File: src/rtl/alu_pkg.sv
// Shared types for the ALU operation requester: operator codes, FSM states,
// queued command layout and the reference model used by the result checker.
package alu_pkg;

  localparam logic [7:0] ALU_OP_ADD = 8'h00;
  localparam logic [7:0] ALU_OP_SUB = 8'h01;
  localparam logic [7:0] ALU_OP_AND = 8'h02;
  localparam logic [7:0] ALU_OP_OR  = 8'h03;

  typedef enum logic [2:0] {
    ST_IDLE,
    ST_SETUP,
    ST_ISSUE,
    ST_WAIT_DONE,
    ST_RESP
  } req_state_t;

  typedef struct packed {
    logic [7:0]  op;
    logic [31:0] a;
    logic [31:0] b;
  } alu_cmd_t;

  function automatic logic alu_op_known(input logic [7:0] op);
    return (op <= ALU_OP_OR);
  endfunction

  // Wrap-around 32-bit reference; unknown operators return 0 and are never compared.
  function automatic logic [31:0] alu_model(input logic [7:0] op,
                                            input logic [31:0] a,
                                            input logic [31:0] b);
    logic [31:0] v_res;
    case (op)
      ALU_OP_ADD: v_res = a + b;
      ALU_OP_SUB: v_res = a - b;
      ALU_OP_AND: v_res = a & b;
      ALU_OP_OR:  v_res = a | b;
      default:    v_res = 32'h0;
    endcase
    return v_res;
  endfunction

endpackage

File: src/rtl/alu_req_fifo.sv
// Synchronous command FIFO with show-ahead read port; the reset flushes the
// pointers so the queue is empty afterwards.
module alu_req_fifo #(
  parameter int WIDTH = 72,
  parameter int DEPTH = 4
) (
  input  logic             clk,
  input  logic             reset_n,
  input  logic             i_wr_en,
  input  logic [WIDTH-1:0] i_wr_data,
  input  logic             i_rd_en,
  output logic [WIDTH-1:0] o_rd_data,
  output logic             o_full,
  output logic             o_empty
);

  localparam int AW = (DEPTH > 1) ? $clog2(DEPTH) : 1;

  logic [WIDTH-1:0] r_mem [DEPTH];
  logic [AW:0]      r_wr_ptr;
  logic [AW:0]      r_rd_ptr;
  logic             w_wr_fire;
  logic             w_rd_fire;

  // Extra pointer bit distinguishes full from empty when the indices match.
  assign o_empty   = (r_wr_ptr == r_rd_ptr);
  assign o_full    = (r_wr_ptr[AW] != r_rd_ptr[AW]) &&
                     (r_wr_ptr[AW-1:0] == r_rd_ptr[AW-1:0]);
  assign w_wr_fire = i_wr_en && !o_full;
  assign w_rd_fire = i_rd_en && !o_empty;
  assign o_rd_data = r_mem[r_rd_ptr[AW-1:0]];

  always_ff @(posedge clk) begin
    if (!reset_n) begin
      r_wr_ptr <= '0;
      r_rd_ptr <= '0;
    end else begin
      if (w_wr_fire) r_wr_ptr <= r_wr_ptr + 1'b1;
      if (w_rd_fire) r_rd_ptr <= r_rd_ptr + 1'b1;
    end
  end

  always_ff @(posedge clk) begin
    if (w_wr_fire) r_mem[r_wr_ptr[AW-1:0]] <= i_wr_data;
  end

endmodule

File: src/rtl/alu_op_requester.sv
// Queued, single-outstanding initiator for the ALU operation interface.
// Optional result checking is enabled by defining ALU_REQ_CHECK_EN.
module alu_op_requester
  import alu_pkg::*;
#(
  parameter int FIFO_DEPTH     = 4,
  parameter int PULSE_CYCLES   = 2,
  parameter int TIMEOUT_CYCLES = 64
) (
  input  logic        clk,
  input  logic        reset_n,
  input  logic        cmd_valid,
  output logic        cmd_ready,
  input  logic [7:0]  cmd_operator,
  input  logic [31:0] cmd_a,
  input  logic [31:0] cmd_b,
  output logic [31:0] operand_a,
  output logic [31:0] operand_b,
  output logic [7:0]  operator,
  output logic        op_valid,
  input  logic        operation_done,
  input  logic [31:0] result,
  output logic        rsp_valid,
  input  logic        rsp_ready,
  output logic [31:0] rsp_result,
  output logic [7:0]  rsp_operator,
  output logic        rsp_timeout,
  output logic        rsp_mismatch,
  output logic        busy
);

  localparam int PW = $clog2(PULSE_CYCLES + 1);
  localparam int TW = $clog2(TIMEOUT_CYCLES + 1);
  localparam logic [PW-1:0] PULSE_LAST = PW'(PULSE_CYCLES - 1);
  localparam logic [TW-1:0] TMO_LAST   = TW'(TIMEOUT_CYCLES - 1);

  req_state_t    r_state;
  logic [PW-1:0] r_pulse_cnt;
  logic [TW-1:0] r_tmo_cnt;
  logic [31:0]   r_operand_a;
  logic [31:0]   r_operand_b;
  logic [7:0]    r_operator;
  logic          r_op_valid;
  logic          r_rsp_valid;
  logic [31:0]   r_rsp_result;
  logic [7:0]    r_rsp_operator;
  logic          r_rsp_timeout;
  logic          r_rsp_mismatch;
  logic          r_done_meta;
  logic          r_done_sync;
  logic          r_done_prev;

  alu_cmd_t w_push_cmd;
  alu_cmd_t w_pop_cmd;
  logic     w_fifo_full;
  logic     w_fifo_empty;
  logic     w_pop;
  logic     w_done_event;
  logic     w_mismatch;

  assign w_push_cmd.op = cmd_operator;
  assign w_push_cmd.a  = cmd_a;
  assign w_push_cmd.b  = cmd_b;
  assign w_pop         = (r_state == ST_IDLE) && !w_fifo_empty;

  alu_req_fifo #(
    .WIDTH ($bits(alu_cmd_t)),
    .DEPTH (FIFO_DEPTH)
  ) u_fifo (
    .clk       (clk),
    .reset_n   (reset_n),
    .i_wr_en   (cmd_valid),
    .i_wr_data (w_push_cmd),
    .i_rd_en   (w_pop),
    .o_rd_data (w_pop_cmd),
    .o_full    (w_fifo_full),
    .o_empty   (w_fifo_empty)
  );

  // operation_done is asynchronous to clk: two flops, then a rising-edge detect.
  always_ff @(posedge clk) begin
    if (!reset_n) begin
      r_done_meta <= 1'b0;
      r_done_sync <= 1'b0;
      r_done_prev <= 1'b0;
    end else begin
      r_done_meta <= operation_done;
      r_done_sync <= r_done_meta;
      r_done_prev <= r_done_sync;
    end
  end

  assign w_done_event = r_done_sync && !r_done_prev;

`ifdef ALU_REQ_CHECK_EN
  assign w_mismatch = alu_op_known(r_operator) &&
                      (result != alu_model(r_operator, r_operand_a, r_operand_b));
`else
  assign w_mismatch = 1'b0;
`endif

  always_ff @(posedge clk) begin
    if (!reset_n) begin
      r_state        <= ST_IDLE;
      r_pulse_cnt    <= '0;
      r_tmo_cnt      <= '0;
      r_operand_a    <= '0;
      r_operand_b    <= '0;
      r_operator     <= '0;
      r_op_valid     <= 1'b0;
      r_rsp_valid    <= 1'b0;
      r_rsp_result   <= '0;
      r_rsp_operator <= '0;
      r_rsp_timeout  <= 1'b0;
      r_rsp_mismatch <= 1'b0;
    end else begin
      case (r_state)
        ST_IDLE: begin
          if (!w_fifo_empty) begin
            r_operand_a <= w_pop_cmd.a;
            r_operand_b <= w_pop_cmd.b;
            r_operator  <= w_pop_cmd.op;
            r_state     <= ST_SETUP;
          end
        end
        ST_SETUP: begin
          r_op_valid  <= 1'b1;
          r_pulse_cnt <= '0;
          r_tmo_cnt   <= '0;
          r_state     <= ST_ISSUE;
        end
        ST_ISSUE, ST_WAIT_DONE: begin
          if (r_state == ST_ISSUE) begin
            if (r_pulse_cnt == PULSE_LAST) begin
              r_op_valid <= 1'b0;
              r_state    <= ST_WAIT_DONE;
            end else begin
              r_pulse_cnt <= r_pulse_cnt + 1'b1;
            end
          end
          // Later assignments win: a done event pre-empts both the pulse and the timeout.
          if (w_done_event) begin
            r_op_valid     <= 1'b0;
            r_rsp_valid    <= 1'b1;
            r_rsp_result   <= result;
            r_rsp_operator <= r_operator;
            r_rsp_timeout  <= 1'b0;
            r_rsp_mismatch <= w_mismatch;
            r_state        <= ST_RESP;
          end else if (r_tmo_cnt == TMO_LAST) begin
            r_op_valid     <= 1'b0;
            r_rsp_valid    <= 1'b1;
            r_rsp_result   <= '0;
            r_rsp_operator <= r_operator;
            r_rsp_timeout  <= 1'b1;
            r_rsp_mismatch <= 1'b0;
            r_state        <= ST_RESP;
          end else begin
            r_tmo_cnt <= r_tmo_cnt + 1'b1;
          end
        end
        ST_RESP: begin
          if (rsp_ready) begin
            r_rsp_valid <= 1'b0;
            r_state     <= ST_IDLE;
          end
        end
        default: r_state <= ST_IDLE;
      endcase
    end
  end

  assign cmd_ready    = !w_fifo_full;
  assign operand_a    = r_operand_a;
  assign operand_b    = r_operand_b;
  assign operator     = r_operator;
  assign op_valid     = r_op_valid;
  assign rsp_valid    = r_rsp_valid;
  assign rsp_result   = r_rsp_result;
  assign rsp_operator = r_rsp_operator;
  assign rsp_timeout  = r_rsp_timeout;
  assign rsp_mismatch = r_rsp_mismatch;
  assign busy         = (r_state != ST_IDLE) || !w_fifo_empty;

endmodule

File: config.mk
export PLATFORM = sky130hd
export DESIGN_NAME = alu_op_requester
export DESIGN_NICKNAME = d
export VERILOG_FILES = /design/src/rtl/alu_pkg.sv /design/src/rtl/alu_req_fifo.sv /design/src/rtl/alu_op_requester.sv
export SDC_FILE = /design/constraint.sdc
export NUM_CORES = 1
export LEC_CHECK = 0
export BUFFER_PORTS_ARGS = -buffer_cell sky130_fd_sc_hd__clkbuf_2
export CAP_MARGIN = 30
export CORE_MARGIN = 2
export CORE_UTILIZATION = 55
export DETAILED_ROUTE_END_ITERATION = 8
export PLACE_DENSITY = 0.87
export SETUP_SLACK_MARGIN = 0.02
export SLEW_MARGIN = 40
export SYNTH_ARGS = -nofsm -noshare
export SYNTH_HDL_FRONTEND = slang
export SYNTH_SLANG_ARGS = --single-unit
export TNS_END_PERCENT = 30
File: constraint.sdc
create_clock -name clk -period 3.4 [get_ports clk]
set_input_delay 0.34 -clock clk [delete_from_list [all_inputs] [get_ports clk]]
set_output_delay 0.34 -clock clk [all_outputs]
set_load 0.005 [all_outputs]
==> impl_metrics.ini <==
[outcome]
status = finished, final reports clean

[power_and_ir_drop]
p_leak_uw = 0.00659
p_switching_uw = 3910
p_per_area_mw_per_mm2 = 772
p_sw_frac = 0.276
p_clk_frac = 0.330
p_int_uw = 10300
power_uw = 14200
pwr-share-comb = 0.206
pwr-share-seq = 0.465
ir_drop_uv = 497

[logic_synthesis]
netlist_area_sq_mm = 0.0154
synth_cell_types = 48
synthTopCellsByArea = edfxtp_1 (56%), dfxtp_1 (18%), mux4_2 (11%)
yosysWarnings = 0
synth_cells = 935
netlist.area_leader.share = 0.562
avgSynthCellArea_sq_um = 16.5
synth_fp_nets = 1051
ys_ff_latch = 424
ys_seq_area_frac = 0.739
synth_area_leader_cell = edfxtp_1

[worst_setup_path]
crit_path_start = u_fifo.r_rd_ptr[0]
critPathCapture = u_fifo.r_mem[0][18]
end_kind = register
crit_type = register to register
startpoint_type = register
cp_data_arrival_time_ns = 2.79
ff2ff_setup_slack_ns = 0.83
crit_fanout = 44
cp_data_required_time_ns = 3.62
r2r_end = u_fifo.r_mem[0][18]
r2r_cells = 4
reg2reg_from = u_fifo.r_rd_ptr[0]

[global_route]
use_met1 = 0.303
met3_usage = 0.0490
grt.busiest_layer = met2
grtUsageMet2 = 0.365
grt_max_degree = 83
grt_pass1_vias = 8765
gr-total-overflow = 0
antenna_found_initial = 3
track_usage = 0.224
grt_pass1_wl_microns = 49700

[routing]
vias = 8962
vias_per_cell = 5.71
ant_nets = 0
wl_per_cell_microns = 20.8
routed_wl_microns = 32600
drc_errors = 0
drt_iter0_markers = 764
drt-pass1-iter-count = 6

[floorplanning]
core_area_sq_mm = 0.0276
initial_core_util = 0.557
rows = 61
dieArea_sq_mm = 0.0293
die_w_microns = 171
ios = 227
die_height_microns = 171

[final_layout]
regArea_sq_mm = 0.0114
multi_input_area_sq_mm = 0.00374
drive_gt1_frac = 0.334
fill_cells = 1804
areaGrowthSynthToFinish_pct = 19.3
nets = 1274

[timing]
max_freq_mhz = 388
setup_viol = 0
finalSetupTns_ns = 0
rsz0062_at_grt = no
fin_skew_ns = 0.0134
finalCritPeriodShare = 0.757
slew_headroom = 0.465
drv_slew = 0
period_minus_slack_ns = 2.57
hold_violations = 0
worst_slack_ns = 0.825
worstMarginPinSlew_ns = 0.801

[placed_design]
post-place-ws_ns = 0.813
hpwl_microns = 19500
numPortBuffers = 225
gp_congestion = 0.794

[clocking]
cts_tree = built
cts_setup_buffers = 0
clockBufferDepth = 3
clkSlewWorstSetupHoldPaths_ns = 0.06
hold_buffers = 1
cts.repair.resized = 0
cts-root-buf = clkbuf_16
cts-htree-levels = 2
clock_latency_ns = 0.53
cts.sinks = 424
cts_made_buffers = 41

[hold_path]
hold_path_class = primary input to register
hold_path_startpoint = cmd_a[31]

[run]
max-cap-violations = 0
## cell usage after synthesis, drive strengths merged
| library cell | number |
|---|---|
| a21bo | 1 |
| a21o | 2 |
| a21oi | 10 |
| a22o | 32 |
| a22oi | 4 |
| a311oi | 1 |
| a31oi | 3 |
| and2 | 7 |
| buf | 20 |
| clkbuf | 42 |
| conb | 1 |
| dfxtp | 136 |
| edfxtp | 288 |
| ha | 7 |
| inv | 7 |
| mux2i | 8 |
| mux4 | 72 |
| nand2 | 94 |
| nand2b | 5 |
| nand3 | 80 |
| nand3b | 1 |
| nand4 | 1 |
| nand4b | 1 |
| nor2 | 7 |
| nor2b | 3 |
| nor3 | 3 |
| nor4 | 1 |
| o211ai | 1 |
| o21a | 2 |
| o21ai | 77 |
| o21bai | 1 |
| o221a | 1 |
| o22ai | 2 |
| o31ai | 2 |
| o32ai | 2 |
| o41ai | 1 |
| or3 | 2 |
| or4b | 1 |
| xnor2 | 5 |
| xor2 | 1 |
## power by group through the flow
stage / Clock (uW) / Combinational [uW] / Sequential, uW
after floorplan: 0 / 1890 / 6570
after CTS: 4750 / 2940 / 6580
after global placement: 0 / 2820 / 6630
after detailed placement: 0 / 2900 / 6670
after global routing: 4910 / 3210 / 6650
final: 4670 / 2910 / 6580
## worst min path at each step
| stage | end | depth (start not counted) |
|---|---|---|
| global route | rsp_result[31] | 2 |
| detailed placement | r_done_sync | 1 |
| CTS | u_fifo.r_mem[3][63] | 1 |
| global placement | r_tmo_cnt[6] | 2 |
| finish | u_fifo.r_mem[1][63] | 1 |
| floorplan | r_tmo_cnt[6] | 2 |
## sequential cells by signal (all words and copies together) (netlist names)
register         flops
rsp_operator         8
operand_b           32
op_valid             1
rsp_timeout          1
rsp_result          32
r_pulse_cnt          2
r_tmo_cnt            7
r_done_prev          1
rsp_valid            1
u_fifo.r_rd_ptr      3
operand_a           32
operator             8
r_done_sync          1
r_done_meta          1
u_fifo.r_mem       288
u_fifo.r_wr_ptr      3
r_state              3
## routing by layer
layer  up-vias  routed length (microns)
li1       4065                        -
met1      4400                    13100
met2       425                    15800
met3        70                     2710
met4         2                      995
met5         -                       12
## placed cells by master, fill, tap and decap left out, types with 10 or more instances in the layout
master,n
a22o_1,32
buf_4,10
clkbuf_16,43
clkbuf_2,224
dfxtp_1,134
edfxtp_1,288
mux4_2,72
nand2_1,94
nand3_1,80
o21ai_0,76
## cell type report
| cell class | instances | share of cell area |
|---|---|---|
| antenna | 2 | 0.000273 |
| sequential | 424 | 0.620 |
| clock buffer | 54 | 0.0635 |
| inverter | 7 | 0.00143 |
| tap | 378 | 0.0258 |
| multi-input combinational | 442 | 0.204 |
| timing repair buffer | 242 | 0.0724 |
| clock inverter | 21 | 0.0130 |
## kinds of logic after synthesis
kind of cell    share of synthesized area
mux                                 0.111
other cells                      0.000244
compound gates                     0.0594
buf+inv                            0.0196
fa+ha+maj                         0.00569
flops                               0.739
xor+xnor                          0.00390
simple gates                       0.0614
## stage by stage
stage | hold WS [ns] | util | cell area, sq um | instances
after floorplan | 0.407 | - | 15400 | 935
after global placement | 0.415 | 0.613 | 16900 | 1492
after detailed placement | 0.436 | 0.613 | 16900 | 1492
after CTS | 0.00926 | 0.664 | 18300 | 1568
after global routing | 0.0166 | 0.664 | 18400 | 1569
final | 0.0219 | 0.664 | 18400 | 1570
## worst max-delay path: stages (launching register included)
cell and delay [ns]:
dfxtp_4 0.61, xnor2_2 0.18, a31oi_2 0.45, and2_4 0.67
buf_12 0.29
Power figures use the tool's default switching activity.
